<file path="config.mk">
export PLATFORM = sky130hd
export DESIGN_NAME = stream_key_matcher
export DESIGN_NICKNAME = d
export VERILOG_FILES = /design/src/rtl/stream_match_pkg.sv /design/src/rtl/key_prio_enc.sv /design/src/rtl/stream_key_matcher.sv
export SDC_FILE = /design/constraint.sdc
export NUM_CORES = 1
export LEC_CHECK = 0
export CORE_MARGIN = 1.5
export CORE_UTILIZATION = 61
export CTS_CLUSTER_DIAMETER = 40
export CTS_CLUSTER_SIZE = 30
export DETAILED_ROUTE_END_ITERATION = 6
export HOLD_SLACK_MARGIN = 0.15
export PLACE_DENSITY = 0.85
export SLEW_MARGIN = 25
export SYNTH_ARGS = -nofsm -noshare
export SYNTH_HDL_FRONTEND = slang
export SYNTH_SLANG_ARGS = --single-unit
</file>
<file path="constraint.sdc">
create_clock -name clk -period 3.3 [get_ports clk]
set_input_delay 0.495 -clock clk [delete_from_list [all_inputs] [get_ports clk]]
set_output_delay 0.495 -clock clk [all_outputs]
set_load 0.02 [all_outputs]
</file>
<file path="src/rtl/stream_match_pkg.sv">
// Shared types and defaults for the serial key matcher: FSM states, default sizing, reset key table.
// Pure declarations; no latency or backpressure of its own.
package stream_match_pkg;

  localparam int DEF_FRAME_BITS = 128;
  localparam int DEF_NUM_KEYS   = 4;

  typedef enum logic [1:0] {
    ST_RECV   = 2'd0,
    ST_CMP    = 2'd1,
    ST_REPORT = 2'd2
  } state_t;

  // Keys are truncated to FRAME_BITS from the LSB end on reset.
  localparam logic [255:0] KEY_DEFAULT [16] = '{
    256'hC0DE0000_00000000_00000000_00000000_FFFFFFFF_00000000_FFFFFFFF_0000005A,
    256'hC0DE0001_00000000_00000000_00000000_01234567_89ABCDEF_FEDCBA98_76543210,
    256'hC0DE0002_00000000_00000000_00000000_DEADBEEF_CAFEF00D_0000FFFF_A5A5A5A5,
    256'hC0DE0003_00000000_00000000_00000000_5A5A5A5A_3C3C3C3C_0F0F0F0F_C3C3C3C3,
    256'hC0DE0004_00000000_00000000_00000000_44444444_44444444_44444444_44444444,
    256'hC0DE0005_00000000_00000000_00000000_55555555_55555555_55555555_55555555,
    256'hC0DE0006_00000000_00000000_00000000_66666666_66666666_66666666_66666666,
    256'hC0DE0007_00000000_00000000_00000000_77777777_77777777_77777777_77777777,
    256'hC0DE0008_00000000_00000000_00000000_88888888_88888888_88888888_88888888,
    256'hC0DE0009_00000000_00000000_00000000_99999999_99999999_99999999_99999999,
    256'hC0DE000A_00000000_00000000_00000000_AAAAAAAA_AAAAAAAA_AAAAAAAA_AAAAAAAA,
    256'hC0DE000B_00000000_00000000_00000000_BBBBBBBB_BBBBBBBB_BBBBBBBB_BBBBBBBB,
    256'hC0DE000C_00000000_00000000_00000000_CCCCCCCC_CCCCCCCC_CCCCCCCC_CCCCCCCC,
    256'hC0DE000D_00000000_00000000_00000000_DDDDDDDD_DDDDDDDD_DDDDDDDD_DDDDDDDD,
    256'hC0DE000E_00000000_00000000_00000000_EEEEEEEE_EEEEEEEE_EEEEEEEE_EEEEEEEE,
    256'hC0DE000F_00000000_00000000_00000000_FFFFFFFF_FFFFFFFF_FFFFFFFF_FFFFFFFF
  };

endpackage

</file>
<file path="src/rtl/key_prio_enc.sv">
// Lowest-index priority encoder over the key hit vector; purely combinational.
// No latency, no backpressure; idx is 0 when nothing hits.
module key_prio_enc #(
  parameter int NUM_KEYS = 4,
  localparam int KW = (NUM_KEYS > 1) ? $clog2(NUM_KEYS) : 1
) (
  input  logic [NUM_KEYS-1:0] hit,
  output logic                found,
  output logic [KW-1:0]       idx
);

  always_comb begin
    found = |hit;
    idx   = '0;
    // Scanning downward lets the lowest set bit win.
    for (int i = NUM_KEYS - 1; i >= 0; i--) begin
      if (hit[i]) idx = KW'(i);
    end
  end

endmodule

</file>
<file path="src/rtl/stream_key_matcher.sv">
// Assembles a serial MSB-first frame and compares it against NUM_KEYS stored keys; res_valid 2 cycles after eos.
// bit_ready drops for the CMP and REPORT cycles; bits and eos offered then are ignored.
module stream_key_matcher
  import stream_match_pkg::*;
#(
  parameter int FRAME_BITS = DEF_FRAME_BITS,
  parameter int NUM_KEYS   = DEF_NUM_KEYS,
  localparam int KW = (NUM_KEYS > 1) ? $clog2(NUM_KEYS) : 1
) (
  input  logic                  clk,
  input  logic                  rst_n,
  input  logic                  bit_valid,
  input  logic                  bit_in,
  input  logic                  eos,
  output logic                  bit_ready,
  input  logic                  key_we,
  input  logic [KW-1:0]         key_idx,
  input  logic [FRAME_BITS-1:0] key_data,
  output logic [FRAME_BITS-1:0] frame_out,
  output logic                  res_valid,
  output logic                  match,
  output logic [KW-1:0]         match_idx,
  output logic                  len_err
);

  localparam int CW = $clog2(FRAME_BITS + 1) + 1;
  localparam logic [CW-1:0] CNT_FULL = CW'(FRAME_BITS);
  localparam logic [CW-1:0] CNT_OVF  = CW'(FRAME_BITS + 1);
  localparam logic [KW:0]   NK       = (KW + 1)'(NUM_KEYS);

  state_t                state, state_nxt;
  logic [FRAME_BITS-1:0] sr, sr_nxt;
  logic [CW-1:0]         cnt, cnt_nxt, cnt_final;
  logic                  ovf, ovf_nxt;
  logic [FRAME_BITS-1:0] keys [NUM_KEYS];
  logic [NUM_KEYS-1:0]   eq_vec;
  logic                  len_err_q;
  logic                  bit_acc, eos_acc, len_ok;

  assign bit_ready = (state == ST_RECV);
  assign bit_acc   = bit_valid && bit_ready;
  assign eos_acc   = eos && bit_ready;
  assign len_ok    = (cnt_final == CNT_FULL) && !ovf;
  assign res_valid = (state == ST_REPORT);
  assign len_err   = len_err_q;

  // Bits past FRAME_BITS only mark overflow so frame_out keeps the first FRAME_BITS bits.
  always_comb begin
    sr_nxt  = sr;
    cnt_nxt = cnt;
    ovf_nxt = ovf;
    if (bit_acc) begin
      if (cnt < CNT_FULL) begin
        sr_nxt  = {sr[FRAME_BITS-2:0], bit_in};
        cnt_nxt = cnt + CW'(1);
      end else begin
        ovf_nxt = 1'b1;
        cnt_nxt = CNT_OVF;
      end
    end
  end

  always_comb begin
    state_nxt = state;
    case (state)
      ST_RECV:   if (eos_acc) state_nxt = ST_CMP;
      ST_CMP:    state_nxt = ST_REPORT;
      ST_REPORT: state_nxt = ST_RECV;
      default:   state_nxt = ST_RECV;
    endcase
  end

  always_ff @(posedge clk or negedge rst_n) begin
    if (!rst_n) begin
      state     <= ST_RECV;
      sr        <= '0;
      cnt       <= '0;
      ovf       <= 1'b0;
      cnt_final <= '0;
      frame_out <= '0;
      eq_vec    <= '0;
      len_err_q <= 1'b0;
    end else begin
      state <= state_nxt;
      case (state)
        ST_RECV: begin
          sr  <= sr_nxt;
          cnt <= cnt_nxt;
          ovf <= ovf_nxt;
          if (eos_acc) begin
            frame_out <= sr_nxt;
            cnt_final <= cnt_nxt;
          end
        end
        ST_CMP: begin
          len_err_q <= !len_ok;
          for (int i = 0; i < NUM_KEYS; i++) begin
            eq_vec[i] <= len_ok && (frame_out == keys[i]);
          end
        end
        ST_REPORT: begin
          sr  <= '0;
          cnt <= '0;
          ovf <= 1'b0;
        end
        default: ;
      endcase
    end
  end

  // The CMP-cycle compare samples keys before a same-cycle write lands.
  always_ff @(posedge clk or negedge rst_n) begin
    if (!rst_n) begin
      for (int i = 0; i < NUM_KEYS; i++) begin
        keys[i] <= KEY_DEFAULT[i][FRAME_BITS-1:0];
      end
    end else if (key_we && ({1'b0, key_idx} < NK)) begin
      keys[key_idx] <= key_data;
    end
  end

  key_prio_enc #(
    .NUM_KEYS (NUM_KEYS)
  ) u_prio (
    .hit   (eq_vec),
    .found (match),
    .idx   (match_idx)
  );

endmodule

</file>
==> metrics.md <==
| Metric | Value |
|---|---|
| Pins over their slew limit | `0` |
| H-Tree Level Count | `3` |
| Part of the Yosys area used for sequential elements | `55.2%` |
| Via count of the first global-routing pass | `29.0k` |
| Top FF cell, synth | `sky130_fd_sc_hd__dfrtp_1` |
| Cell type with the largest total area after synthesis | `sky130_fd_sc_hd__dfrtp_1` |
| Worst Path Max Fanout | `6` |
| Hold violation count in the final report | `0` |
| Via count | `29.3k` |
| Pleak | `19.0 nW` |
| Cell Area, Placed | `0.0407 mm²` |
| Peak supply drop | `0.577 mV` |
| Final WS setup | `323 ps` |
| Floorplan die width | `248 µm` |
| Critical path data arrival time | `2480 ps` |
| Vertical die dimension | `248 µm` |
| Crit. End Element | `output port` |
| Final ANT Viol Nets | `0` |
| Critical path launch point type | `flop` |
| Async SR Flop Fraction | `100%` |
| First-pass iteration count of the detailed router | `7` |
| EDFF count, synth | `0` |
| Overall power consumption | `37.3 mW` |
| Worst path required time | `2800 ps` |
| Wire length per cell after detailed routing | `33.7 µm` |
| Result of the run | `complete, but fails checks` |
| Placement Rows | `89` |
| CTS tree | `yes` |
| Number of buffer and inverter stages on the critical path | `1` |
| Max-Slew Margin vs Limit | `31.2%` |
| Hold WC Path Type | `in -> async` |
| Worst slack, placed | `405 ps` |
| Final critical-path share of the clock period | `90.2%` |
| Share of layout cells above drive strength 1 | `30.2%` |
| Clk_skew | `22.3 ps` |
| Share of Yosys cell area claimed by the top area cell type | `35.8%` |
| All-Layer GR Usage | `49.1%` |
| Number of antenna violations at the first check in global routing | `10` |
| Later-pin clock latency in the skew report | `690 ps` |
| Core outline area | `0.0591 mm²` |
| Number of distinct standard cells referenced by the synthesized netlist | `58` |
| Type of the setup path with the least slack | `reg -> out` |
| Synth Area per Inst | `11.3 µm²` |
| Top post-synthesis cells by count | `551 x sky130_fd_sc_hd__nand2_1, 524 x sky130_fd_sc_hd__dfrtp_1, 495 x sky130_fd_sc_hd__mux2_2` |
| Cell area after layout | `0.0446 mm²` |
| Total power divided by cell area | `836 mW/mm²` |
| GRT Residual Overflow | `0` |
| Inserted Clock Buffers | `109` |
| Max capacitance violation total | `0` |
| Top-count cell post-synth | `sky130_fd_sc_hd__nand2_1` |
| Via density | `6.65` |
| Top post-synthesis cells by area | `sky130_fd_sc_hd__dfrtp_1 36%, sky130_fd_sc_hd__dfstp_2 19%, sky130_fd_sc_hd__mux2_2 15%` |
| Peak Freq | `0.336 GHz` |
| Flops & latches, synth | `794` |
| Slowest cell on the critical path | `sky130_fd_sc_hd__dfrtp_1` |
| Clock edge transition at the registers on the reported setup and hold paths | `70 ps` |
| Drt drc | `25` |
| Total setup violations reported at the end of the flow | `0` |
| Number of buffers added on ports | `269` |
| RSZ-0062 raised after global routing | `false` |
| Layout area overhead | `21.9%` |
| DPL Wire Length | `111,000 µm` |
| Cell-by-cell trace of the critical path | `clkdlybuf4s50_1` |
| Global-route wire length before repair | `209,000 µm` |
| Gpl congestion | `1.16` |
| Largest delay contributor family on the critical path | `flip-flops` |
| Setup Total Neg Slack | `0 ps` |
| Final core utilization | `75.4%` |
| Final net count | `3,674` |
| Cells after synthesis | `3,249` |
| Initial DRC Count | `3,992` |
| Transition at the pin with the smallest max-transition slack | `1020 ps` |
| Violated checks | `design-rule violations` |
| Synthesized netlist net count | `3,386` |
| Overall die area | `0.0614 mm²` |
| Initial core utilization | `61.9%` |
| Detailed Route WL | `149,000 µm` |
| Combined area of all synthesized cells | `0.0366 mm²` |
| Count of pins on the block boundary | `270` |
| Maximum single-stage delay on the critical path | `1000 ps` |
| Crit path time final | `2980 ps` |
| Clock sink total | `794` |
| Longest Clk Path Bufs | `3` |
| Largest net degree at the start of global routing | `98` |
| Root Driver | `sky130_fd_sc_hd__clkbuf_16` |
| Yosys synthesis warning count | `0` |
## metrics by stage
step,cells,hold WS (ps)
after global placement,4198,460
after floorplan,3249,199
final,4410,409
after CTS,4407,402
after global routing,4407,441
after detailed placement,4198,463
## power breakdown
part	total (mW)	switching, mW	internal (mW)
sequential	14.6	2.70	11.9
clock	12.4	5.08	7.37
combinational	10.2	6.21	3.99
## kinds of logic (layout without fill, tap and decap cells)
family / Yosys count / after routing / synth area share, %
mux: 495 / 495 / 15.2
xor+xnor: 316 / 316 / 7.57
other cells: 0 / 3 / 0
simple gates: 943 / 943 / 11.3
flops: 794 / 794 / 55.2
fa+ha+maj: 1 / 1 / 0.0342
compound gates: 361 / 361 / 6.99
buf+inv: 339 / 724 / 3.60
## flip-flops by register name (all words and copies together), names as in the netlist
register   cells
cnt_final      9
state          2
sr           128
keys         512
frame_out    128
eq_vec         4
ovf            1
len_err        1
cnt            9
## layout make-up
cell class                 instances  area, µm²
sequential                       794      20200
multi-input combinational       2116      15100
fill                            3682      14500
timing repair buffer             387       3910
clock buffer                     126       2880
clock inverter                    82       1020
tap                              773        967
inverter                         129        492
antenna                            3       7.51
## metal layers
layer  up-vias  part of all wire, %  track usage, %
li1      11800                    -               -
met1     14900                   36            63.1
met2      2097                   44            72.1
met3       528                   12            14.2
met4        10                  8.2            33.1
met5         -                0.038               0
## timing repair
| item | 4_1_cts | 5_1_grt |
|---|---|---|
| hold buffers | 1 | 0 |
| hold endpoints to repair | 35 | 0 |
| setup buffers | 0 | 0 |
| resized for setup | 0 | 0 |
## worst paths after layout
check / start / end / slack, ps / cells after the start
max in group asynchronous: rst_n / keys[222]$_DFFE_PN1P_ / 1880 / 3
worst max register to register: state[0]$_DFFE_PN0P_ / frame_out[38]$_DFFE_PN0P_ / 410 / 8
min in group clk: bit_in / sr[0]$_DFFE_PN0P_ / 420 / 3
worst max-delay path: frame_out[57]$_DFFE_PN0P_ / frame_out[57] / 320 / 1
worst min register to register: cnt_final[8]$_DFFE_PN0P_ / cnt_final[8]$_DFFE_PN0P_ / 480 / 2
worst min-delay path: rst_n / sr[48]$_DFFE_PN0P_ / 410 / 2
## cells in the final DEF (no fill, tap or decap), types with 17 or more instances in the layout
master / n
sky130_fd_sc_hd__a22o_1: 30
sky130_fd_sc_hd__a31oi_1: 133
sky130_fd_sc_hd__buf_12: 26
sky130_fd_sc_hd__buf_4: 91
sky130_fd_sc_hd__clkbuf_16: 110
sky130_fd_sc_hd__clkdlybuf4s50_1: 268
sky130_fd_sc_hd__dfrtp_1: 524
sky130_fd_sc_hd__dfstp_2: 270
sky130_fd_sc_hd__inv_1: 123
sky130_fd_sc_hd__inv_6: 18
sky130_fd_sc_hd__mux2_2: 495
sky130_fd_sc_hd__nand2_1: 551
sky130_fd_sc_hd__nand2b_1: 44
sky130_fd_sc_hd__nand4_1: 61
sky130_fd_sc_hd__nor2_1: 151
sky130_fd_sc_hd__nor2b_1: 17
sky130_fd_sc_hd__nor4_1: 71
sky130_fd_sc_hd__o21ai_0: 32
sky130_fd_sc_hd__o22ai_1: 63
sky130_fd_sc_hd__o2bb2ai_1: 36
sky130_fd_sc_hd__xnor2_1: 158
sky130_fd_sc_hd__xor2_1: 158
(Power assumes the default switching activity.)
